==> config.mk <==
export PLATFORM = sky130hd
export DESIGN_NAME = inst_encoder_flat
export DESIGN_NICKNAME = d
export VERILOG_FILES = /design/src/rtl/inst_encoder_if.sv /design/src/rtl/inst_encoder.sv /design/src/flat_wrapper.sv
export SDC_FILE = /design/constraint.sdc
export NUM_CORES = 1
export LEC_CHECK = 0
export ABC_CLOCK_PERIOD_IN_PS = 2700
export BUFFER_PORTS_ARGS = -buffer_cell sky130_fd_sc_hd__buf_4
export CAP_MARGIN = 20
export CORE_ASPECT_RATIO = 1.75
export CORE_UTILIZATION = 35
export CTS_CLUSTER_DIAMETER = 80
export DETAILED_ROUTE_END_ITERATION = 6
export GPL_ROUTABILITY_DRIVEN = 1
export GPL_TIMING_DRIVEN = 1
export PLACE_DENSITY = 0.56
export SYNTH_ARGS = -nofsm -noshare
export SYNTH_HDL_FRONTEND = slang
export SYNTH_SLANG_ARGS = --single-unit
==> constraint.sdc <==
create_clock -name clk -period 2.7 [get_ports clk]
set_clock_uncertainty 0.05 [all_clocks]
set_input_delay 0.27 -clock clk [delete_from_list [all_inputs] [get_ports clk]]
set_output_delay 0.27 -clock clk [all_outputs]
set_load 0.01 [all_outputs]
==> src/rtl/inst_encoder_if.sv <==
// rtl/inst_encoder_if.sv - descriptor-in / encoded-word-out handshake bundle for inst_encoder
interface inst_encoder_if;
    logic        in_valid;
    logic        in_ready;
    logic [6:0]  in_opcode;
    logic [2:0]  in_funct3;
    logic        in_alt;
    logic [4:0]  in_rd;
    logic [4:0]  in_rs1;
    logic [4:0]  in_rs2;
    logic [31:0] in_imm;
    logic        out_valid;
    logic        out_ready;
    logic [31:0] out_inst;
    logic        out_err;

    modport slave (
        input  in_valid, in_opcode, in_funct3, in_alt, in_rd, in_rs1, in_rs2, in_imm, out_ready,
        output in_ready, out_valid, out_inst, out_err
    );

    modport master (
        output in_valid, in_opcode, in_funct3, in_alt, in_rd, in_rs1, in_rs2, in_imm, out_ready,
        input  in_ready, out_valid, out_inst, out_err
    );
endinterface

==> src/rtl/inst_encoder.sv <==
// rtl/inst_encoder.sv - two-stage RV32I instruction encoder with illegal-descriptor NOP substitution
module inst_encoder #(
    parameter int CNT_W = 16
) (
    input  logic               clk,
    input  logic               rst_n,
    inst_encoder_if.slave      bus,
    output logic [CNT_W-1:0]   inst_cnt,
    output logic [CNT_W-1:0]   err_cnt
);

    localparam logic [6:0] OP_LUI   = 7'b0110111;
    localparam logic [6:0] OP_AUIPC = 7'b0010111;
    localparam logic [6:0] OP_JAL   = 7'b1101111;
    localparam logic [6:0] OP_JALR  = 7'b1100111;
    localparam logic [6:0] OP_BRCH  = 7'b1100011;
    localparam logic [6:0] OP_LOAD  = 7'b0000011;
    localparam logic [6:0] OP_STORE = 7'b0100011;
    localparam logic [6:0] OP_ALUI  = 7'b0010011;
    localparam logic [6:0] OP_ALU   = 7'b0110011;
    localparam logic [6:0] OP_FENCE = 7'b0001111;
    localparam logic [6:0] OP_ECBK  = 7'b1110011;
    localparam logic [31:0] NOP     = 32'h0000_0013;

    // Stage 1: registered descriptor
    logic        s1_valid_q;
    logic [6:0]  s1_opcode_q;
    logic [2:0]  s1_funct3_q;
    logic        s1_alt_q;
    logic [4:0]  s1_rd_q;
    logic [4:0]  s1_rs1_q;
    logic [4:0]  s1_rs2_q;
    logic [31:0] s1_imm_q;

    // Stage 2: registered encoded word
    logic        out_valid_q;
    logic [31:0] out_inst_q;
    logic        out_err_q;

    logic [CNT_W-1:0] inst_cnt_q, inst_cnt_d;
    logic [CNT_W-1:0] err_cnt_q, err_cnt_d;

    logic [31:0] enc_inst_d;
    logic        enc_err_d;
    logic [31:0] raw_inst;
    logic        raw_err;

    logic stall;
    logic s1_advance;
    logic in_fire;
    logic out_fire;

    assign stall      = out_valid_q && !bus.out_ready;
    assign s1_advance = s1_valid_q && !stall;
    assign in_fire    = bus.in_valid && bus.in_ready;
    assign out_fire   = out_valid_q && bus.out_ready;

    assign bus.in_ready  = !s1_valid_q || s1_advance;
    assign bus.out_valid = out_valid_q;
    assign bus.out_inst  = out_inst_q;
    assign bus.out_err   = out_err_q;
    assign inst_cnt      = inst_cnt_q;
    assign err_cnt       = err_cnt_q;

    // Immediate range checks expressed as "upper bits are a sign extension".
    logic fits12;
    logic fits13;
    logic fits21;

    assign fits12 = (s1_imm_q[31:11] == {21{s1_imm_q[11]}});
    assign fits13 = (s1_imm_q[31:12] == {20{s1_imm_q[12]}});
    assign fits21 = (s1_imm_q[31:20] == {12{s1_imm_q[20]}});

    always_comb begin
        raw_inst = NOP;
        raw_err  = 1'b0;
        case (s1_opcode_q)
            OP_LUI, OP_AUIPC: begin
                raw_inst = {s1_imm_q[31:12], s1_rd_q, s1_opcode_q};
                raw_err  = (s1_imm_q[11:0] != 12'd0);
            end
            OP_JAL: begin
                raw_inst = {s1_imm_q[20], s1_imm_q[10:1], s1_imm_q[11], s1_imm_q[19:12],
                            s1_rd_q, s1_opcode_q};
                raw_err  = s1_imm_q[0] || !fits21;
            end
            OP_BRCH: begin
                raw_inst = {s1_imm_q[12], s1_imm_q[10:5], s1_rs2_q, s1_rs1_q, s1_funct3_q,
                            s1_imm_q[4:1], s1_imm_q[11], s1_opcode_q};
                raw_err  = s1_imm_q[0] || !fits13 ||
                           (s1_funct3_q == 3'b010) || (s1_funct3_q == 3'b011);
            end
            OP_STORE: begin
                raw_inst = {s1_imm_q[11:5], s1_rs2_q, s1_rs1_q, s1_funct3_q, s1_imm_q[4:0],
                            s1_opcode_q};
                raw_err  = !fits12 || (s1_funct3_q > 3'b010);
            end
            OP_JALR, OP_FENCE: begin
                raw_inst = {s1_imm_q[11:0], s1_rs1_q, s1_funct3_q, s1_rd_q, s1_opcode_q};
                raw_err  = !fits12 || (s1_funct3_q != 3'b000);
            end
            OP_LOAD: begin
                raw_inst = {s1_imm_q[11:0], s1_rs1_q, s1_funct3_q, s1_rd_q, s1_opcode_q};
                raw_err  = !fits12 || (s1_funct3_q == 3'b011) ||
                           (s1_funct3_q == 3'b110) || (s1_funct3_q == 3'b111);
            end
            OP_ALUI: begin
                // Shifts carry a 5-bit shamt plus funct7; everything else is a plain I-type
                if ((s1_funct3_q == 3'b001) || (s1_funct3_q == 3'b101)) begin
                    raw_inst = {1'b0, s1_alt_q, 5'b00000, s1_imm_q[4:0], s1_rs1_q, s1_funct3_q,
                                s1_rd_q, s1_opcode_q};
                    raw_err  = (s1_imm_q[31:5] != 27'd0) ||
                               (s1_alt_q && (s1_funct3_q == 3'b001));
                end else begin
                    raw_inst = {s1_imm_q[11:0], s1_rs1_q, s1_funct3_q, s1_rd_q, s1_opcode_q};
                    raw_err  = !fits12;
                end
            end
            OP_ALU: begin
                raw_inst = {1'b0, s1_alt_q, 5'b00000, s1_rs2_q, s1_rs1_q, s1_funct3_q,
                            s1_rd_q, s1_opcode_q};
                raw_err  = s1_alt_q && (s1_funct3_q != 3'b000) && (s1_funct3_q != 3'b101);
            end
            OP_ECBK: begin
                raw_inst = {s1_imm_q[11:0], 5'b00000, 3'b000, 5'b00000, s1_opcode_q};
                raw_err  = (s1_imm_q[31:1] != 31'd0);
            end
            default: begin
                raw_inst = NOP;
                raw_err  = 1'b1;
            end
        endcase
    end

    assign enc_err_d  = raw_err;
    assign enc_inst_d = raw_err ? NOP : raw_inst;

    always_comb begin
        inst_cnt_d = inst_cnt_q;
        err_cnt_d  = err_cnt_q;
        if (out_fire) begin
            if (out_err_q) begin
                if (err_cnt_q != {CNT_W{1'b1}}) err_cnt_d = err_cnt_q + 1'b1;
            end else begin
                if (inst_cnt_q != {CNT_W{1'b1}}) inst_cnt_d = inst_cnt_q + 1'b1;
            end
        end
    end

    always_ff @(posedge clk or negedge rst_n) begin
        if (!rst_n) begin
            s1_valid_q  <= 1'b0;
            s1_opcode_q <= 7'd0;
            s1_funct3_q <= 3'd0;
            s1_alt_q    <= 1'b0;
            s1_rd_q     <= 5'd0;
            s1_rs1_q    <= 5'd0;
            s1_rs2_q    <= 5'd0;
            s1_imm_q    <= 32'd0;
            out_valid_q <= 1'b0;
            out_inst_q  <= 32'd0;
            out_err_q   <= 1'b0;
            inst_cnt_q  <= '0;
            err_cnt_q   <= '0;
        end else begin
            if (in_fire) begin
                s1_valid_q  <= 1'b1;
                s1_opcode_q <= bus.in_opcode;
                s1_funct3_q <= bus.in_funct3;
                s1_alt_q    <= bus.in_alt;
                s1_rd_q     <= bus.in_rd;
                s1_rs1_q    <= bus.in_rs1;
                s1_rs2_q    <= bus.in_rs2;
                s1_imm_q    <= bus.in_imm;
            end else if (s1_advance) begin
                s1_valid_q  <= 1'b0;
            end

            // S2 only changes when not stalled, so a held word stays stable
            if (s1_advance) begin
                out_valid_q <= 1'b1;
                out_inst_q  <= enc_inst_d;
                out_err_q   <= enc_err_d;
            end else if (out_fire) begin
                out_valid_q <= 1'b0;
            end

            inst_cnt_q <= inst_cnt_d;
            err_cnt_q  <= err_cnt_d;
        end
    end

endmodule

==> src/flat_wrapper.sv <==
// flat-port wrapper written by rule: the top's interface ports become plain ports
module inst_encoder_flat 
#(
    parameter int CNT_W = 16
)
  (clk, rst_n, inst_cnt, err_cnt, bus_in_valid, bus_in_opcode, bus_in_funct3, bus_in_alt, bus_in_rd, bus_in_rs1, bus_in_rs2, bus_in_imm, bus_out_ready, bus_in_ready, bus_out_valid, bus_out_inst, bus_out_err);
  inst_encoder_if bus_i ();
  input  logic clk;
  input  logic rst_n;
  output logic [CNT_W-1:0] inst_cnt;
  output logic [CNT_W-1:0] err_cnt;
  input wire logic [$bits(bus_i.in_valid)-1:0] bus_in_valid;
  input wire logic [$bits(bus_i.in_opcode)-1:0] bus_in_opcode;
  input wire logic [$bits(bus_i.in_funct3)-1:0] bus_in_funct3;
  input wire logic [$bits(bus_i.in_alt)-1:0] bus_in_alt;
  input wire logic [$bits(bus_i.in_rd)-1:0] bus_in_rd;
  input wire logic [$bits(bus_i.in_rs1)-1:0] bus_in_rs1;
  input wire logic [$bits(bus_i.in_rs2)-1:0] bus_in_rs2;
  input wire logic [$bits(bus_i.in_imm)-1:0] bus_in_imm;
  input wire logic [$bits(bus_i.out_ready)-1:0] bus_out_ready;
  output wire logic [$bits(bus_i.in_ready)-1:0] bus_in_ready;
  output wire logic [$bits(bus_i.out_valid)-1:0] bus_out_valid;
  output wire logic [$bits(bus_i.out_inst)-1:0] bus_out_inst;
  output wire logic [$bits(bus_i.out_err)-1:0] bus_out_err;
  assign bus_i.in_valid = bus_in_valid;
  assign bus_i.in_opcode = bus_in_opcode;
  assign bus_i.in_funct3 = bus_in_funct3;
  assign bus_i.in_alt = bus_in_alt;
  assign bus_i.in_rd = bus_in_rd;
  assign bus_i.in_rs1 = bus_in_rs1;
  assign bus_i.in_rs2 = bus_in_rs2;
  assign bus_i.in_imm = bus_in_imm;
  assign bus_i.out_ready = bus_out_ready;
  assign bus_in_ready = bus_i.in_ready;
  assign bus_out_valid = bus_i.out_valid;
  assign bus_out_inst = bus_i.out_inst;
  assign bus_out_err = bus_i.out_err;
  inst_encoder #(.CNT_W(CNT_W)) u_core (.clk(clk), .rst_n(rst_n), .bus(bus_i), .inst_cnt(inst_cnt), .err_cnt(err_cnt));
endmodule
==> run summary <==
The flow ran to the end, and the final reports show no timing, DRC or antenna violations. The detailed-routed wire length on met2 came out at 9.29 mm. The setup slack after placement is -6.15 ps, and the internal power component is 0.00405 W. Startpoint of the most critical setup path: u_core.s1_imm_q[5]. Dividing total power by cell area gives a power density of 698 nW/µm². The number of cells on the worst reg-to-reg path is 7. The number of vias per cell works out to 5.09. The tightest min-delay check is of the input pin to flip-flop type.

The number of antenna diodes in the final layout is 0. The logs give 894 for the total placed cells including tap cells and 3.62 nW for the leakage power total. IR analysis of the VDD net gives a maximum drop of 0.000413 V.

Based on the critical path, the design can be clocked at up to 386 MHz. The wire length on met1 is 6.39 mm. The max capacitance violation total is 0, and the total die area is 17300 µm². Most instantiated flip-flop cell in the synthesis netlist: sky130_fd_sc_hd__dfrtp_1. The largest individual stage delay along the critical path comes from the cell sky130_fd_sc_hd__or4_4. The power dissipated by switching net loads was 0.00160 W. The endpoint identified for the worst register-to-register timing path is u_core.bus.out_inst[4]. Setup repair after global routing left no endpoint under its margin. Pin placement for this block handled 129 I/O pins.

The worst path buffer plus inverter count is 0. The layout overhead on the synthesized area came out at 37.5%. The run gives 0 as the post-route DRC violation count. The worst hold path begins at bus_in_rs1[4]. During synthesis, Yosys emitted a total of 0 warnings. The number of antenna violations at the first check in global routing was 0. The wire length of the first global-routing pass was 26.8 mm; the number of enable flip-flop cells after synthesis was 0. The average footprint of a synthesized cell works out to 11.3 µm². The cell family contributing the most delay on the critical path is simple AND/OR/NAND/NOR gates. Setup slack on the worst reg-to-reg path comes out at 110 ps. In this run the worst path has a maximum fanout of 3. The combinational group share of total power was 16.6%; the per-cell routed wire length was 18.0 µm. The number of cells on the worst hold path works out to 2. Endpoint class of the critical path: a flip-flop. Critical register-to-register path startpoint: u_core.s1_imm_q[5]. Walking the worst path, the cells encountered are or4_4, or4b_4, nor4_4, o21ai_2, a21oi_4, nand3_4, o32a_1. Number of clock sinks seen by CTS: 125. TritonCTS built the clock tree.

Synthesis handed over a netlist of 521 instances. The horizontal die dimension was 100 µm; the final RePlAce weighted congestion was 0.899. The root buffer selected by CTS is sky130_fd_sc_hd__clkbuf_16.

Maximum number of pins on one net before global-route repair: 43. For the number of nets in the layout, the log shows 757. The critical path launch point type is a flip-flop. The number of global-route vias before repair was 4998; the overall power was 0.00564 W.

The tools report the endpoint required time on the critical path as 2940 ps. The critical path start-end classification was flip-flop to flip-flop. In the post-route analysis, the smallest setup slack over all paths is 109 ps.

For the number of nets still failing antenna checks after routing, the log shows 0. The worst relative slew slack is 58.8%, and the share of the yosys chip area belonging to registers is 53.2%. The run gives 2 as the buffer levels on the longest clock path. Time the worst path needs with I/O delays and setup: 2590 ps. The clock transition at the registers of the reported paths was 60 ps. For this run, the slowest stage of the critical path takes 540 ps. When the netlist entered floorplanning its net count stood at 586.

The tools report the total clock buffers created by CTS as 17. For this run, the number of standard cells in the final layout without fillers is 929. Clock latency on the worst-skew pair, taken at its later pin, is 420 ps.

Hold is met by 30.0 ps. The measured slew at the worst slew-check pin works out to 612 ps. Summed over all nets, wire length on met3 after detailed routing comes to 584 µm.

The logs give 0 for the final count of hold timing violations and 0 for the count of endpoints failing setup in the final report. Of the cells placed in the final design, the portion with a size suffix greater than 1 is 41.3%. From bottom edge to top edge, the die measures 173 µm. The H-tree generated during clock tree synthesis spans 4 levels. The path with the worst hold slack has its endpoint at u_core.s1_rs1_q[4]. The final route contains 4731 vias. The standard-cell row count is 62.

The first routing iteration left 193 violations. The first detailed-routing pass ran for 4 iterations. Of all flip-flops after synthesis, the portion carrying an async set or reset was 100%. Aggregate global routing overflow: 0.

The highest layer touched by signal routing is met4. The core region is 16400 µm². The clock network accounts for 42.2% of the total power. The worst path arrival time was 2830 ps; the number of cells on the critical path was 7. In this run, flip-flops and latches consume 41.1% of the power. The total count of max-transition violations in the final report is 0. Global routing used 20.4% of the available tracks. For the cell area after synthesis, the log shows 5880 µm². The switching part of the total is 28.3%, and the detailed-route wire length is 16.7 mm. Summed over all nets, the half-perimeter wirelength after detailed placement is 12.7 mm. Synthesis inferred 125 register bits. The run gives 35.7% as the starting density of the core. The final cycle utilization of the critical path is 96.0%, and the unique cell type count in the Yosys netlist is 65. Number of I/O port buffers: 128.
power groups by stage:
stage	Sequential [W]	Combinational [W]	Clock, W
after floorplan	0.00230	0.000484	0
after detailed placement	0.00236	0.000939	0
after global routing	0.00236	0.00103	0.00254
after global placement	0.00235	0.000924	0
final	0.00232	0.000938	0.00238
after CTS	0.00232	0.000947	0.00245
layer usage:
metal / vias to the layer above / track usage (%)
li1: 2251 / -
met1: 2314 / 22.1
met2: 135 / 37.4
met3: 31 / 4.27
met4: 0 / 8.70
met5: - / 0
logic make-up (layout without fill, tap and decap cells):
| group | count (synthesis) | count (layout) | synth area share [%] |
|---|---|---|---|
| XOR/XNOR | 31 | 31 | 4.62 |
| flip-flops | 125 | 125 | 53.2 |
| AO/OA/AOI/OAI | 93 | 93 | 11.2 |
| buffers and inverters | 32 | 216 | 2.45 |
| adder cells (fa/ha/maj) | 3 | 3 | 0.639 |
| AND/OR/NAND/NOR | 176 | 176 | 16.2 |
| multiplexers | 61 | 61 | 11.7 |
final cells by class:
class	count	area, µm²
inverters	9	33.8
clock inverters	14	183
fillers	1545	8360
flip-flops and latches	125	3130
clock buffers	18	429
well taps	224	280
multi-input cells	364	2640
repair buffers	175	1390
registers in the layout, summed over array words and instances (netlist names):
register / count
u_core.bus.out_err: 1
u_core.inst_cnt: 16
u_core.bus.out_valid: 1
u_core.s1_opcode_q: 7
u_core.s1_valid_q: 1
u_core.s1_rs2_q: 5
u_core.s1_alt_q: 1
u_core.bus.out_inst: 32
u_core.s1_rd_q: 5
u_core.s1_imm_q: 32
u_core.s1_rs1_q: 5
u_core.s1_funct3_q: 3
u_core.err_cnt: 16
through the flow:
stage | util [%] | area, µm² | TNS (ps)
after detailed placement | 45.1 | 7420 | -6.15
after global routing | 49.2 | 8090 | 0
after global placement | 45.1 | 7420 | 0
after CTS | 49.0 | 8060 | 0
after floorplan | - | 5880 | 0
final | 49.2 | 8090 | 0
synthesized netlist by cell type, drive strengths merged, types with 9 or more instances:
master / count / area, µm²
nand2: 64 / 240
o21ai: 37 / 219
nor4: 9 / 77.6
a22oi: 19 / 143
a21oi: 10 / 65.1
xnor2: 22 / 193
nand4: 17 / 121
nand3: 15 / 80.1
xor2: 9 / 78.8
clkbuf: 17 / 67.6
nor2: 20 / 75.1
and3: 9 / 56.3
mux2: 60 / 676
dfrtp: 125 / 3130
inv: 9 / 33.8
timing repair:
action	in CTS	in global routing
buffers inserted	0	1
pin swaps	0	3
endpoints found under the hold margin	39	0
hold buffers	2	0
setup endpoints to repair	2	21
resized for setup	1	4
cell usage in the layout (no fill, tap or decap), types with 4 or more instances in the layout:
cell type / n
sky130_fd_sc_hd__buf_4: 167
sky130_fd_sc_hd__dfrtp_1: 124
sky130_fd_sc_hd__nand2_1: 63
sky130_fd_sc_hd__mux2_2: 60
sky130_fd_sc_hd__o21ai_0: 27
sky130_fd_sc_hd__xnor2_1: 22
sky130_fd_sc_hd__nor2_1: 20
sky130_fd_sc_hd__a22oi_1: 19
sky130_fd_sc_hd__clkbuf_16: 17
sky130_fd_sc_hd__nand4_1: 16
sky130_fd_sc_hd__nand3_1: 14
sky130_fd_sc_hd__inv_1: 9
sky130_fd_sc_hd__and3_1: 9
sky130_fd_sc_hd__xor2_1: 9
sky130_fd_sc_hd__o21ai_2: 9
sky130_fd_sc_hd__nor3_1: 7
sky130_fd_sc_hd__a21oi_1: 7
sky130_fd_sc_hd__nor4_1: 6
sky130_fd_sc_hd__buf_12: 6
sky130_fd_sc_hd__nand2b_1: 5
sky130_fd_sc_hd__a222oi_1: 5
sky130_fd_sc_hd__inv_6: 5
sky130_fd_sc_hd__o21a_1: 4
sky130_fd_sc_hd__or3_1: 4
worst max path at each step:
stage                        endpoint  slack (ps)
3_3_place_gp   u_core.bus.out_inst[5]          30
4_1_cts        u_core.bus.out_inst[5]          10
3_5_place_dp   u_core.bus.out_inst[5]          -6
2_1_floorplan  u_core.bus.out_inst[4]          60
5_1_grt        u_core.bus.out_inst[5]          20
6_report       u_core.bus.out_inst[4]         110
Power figures use the tool's default switching activity.
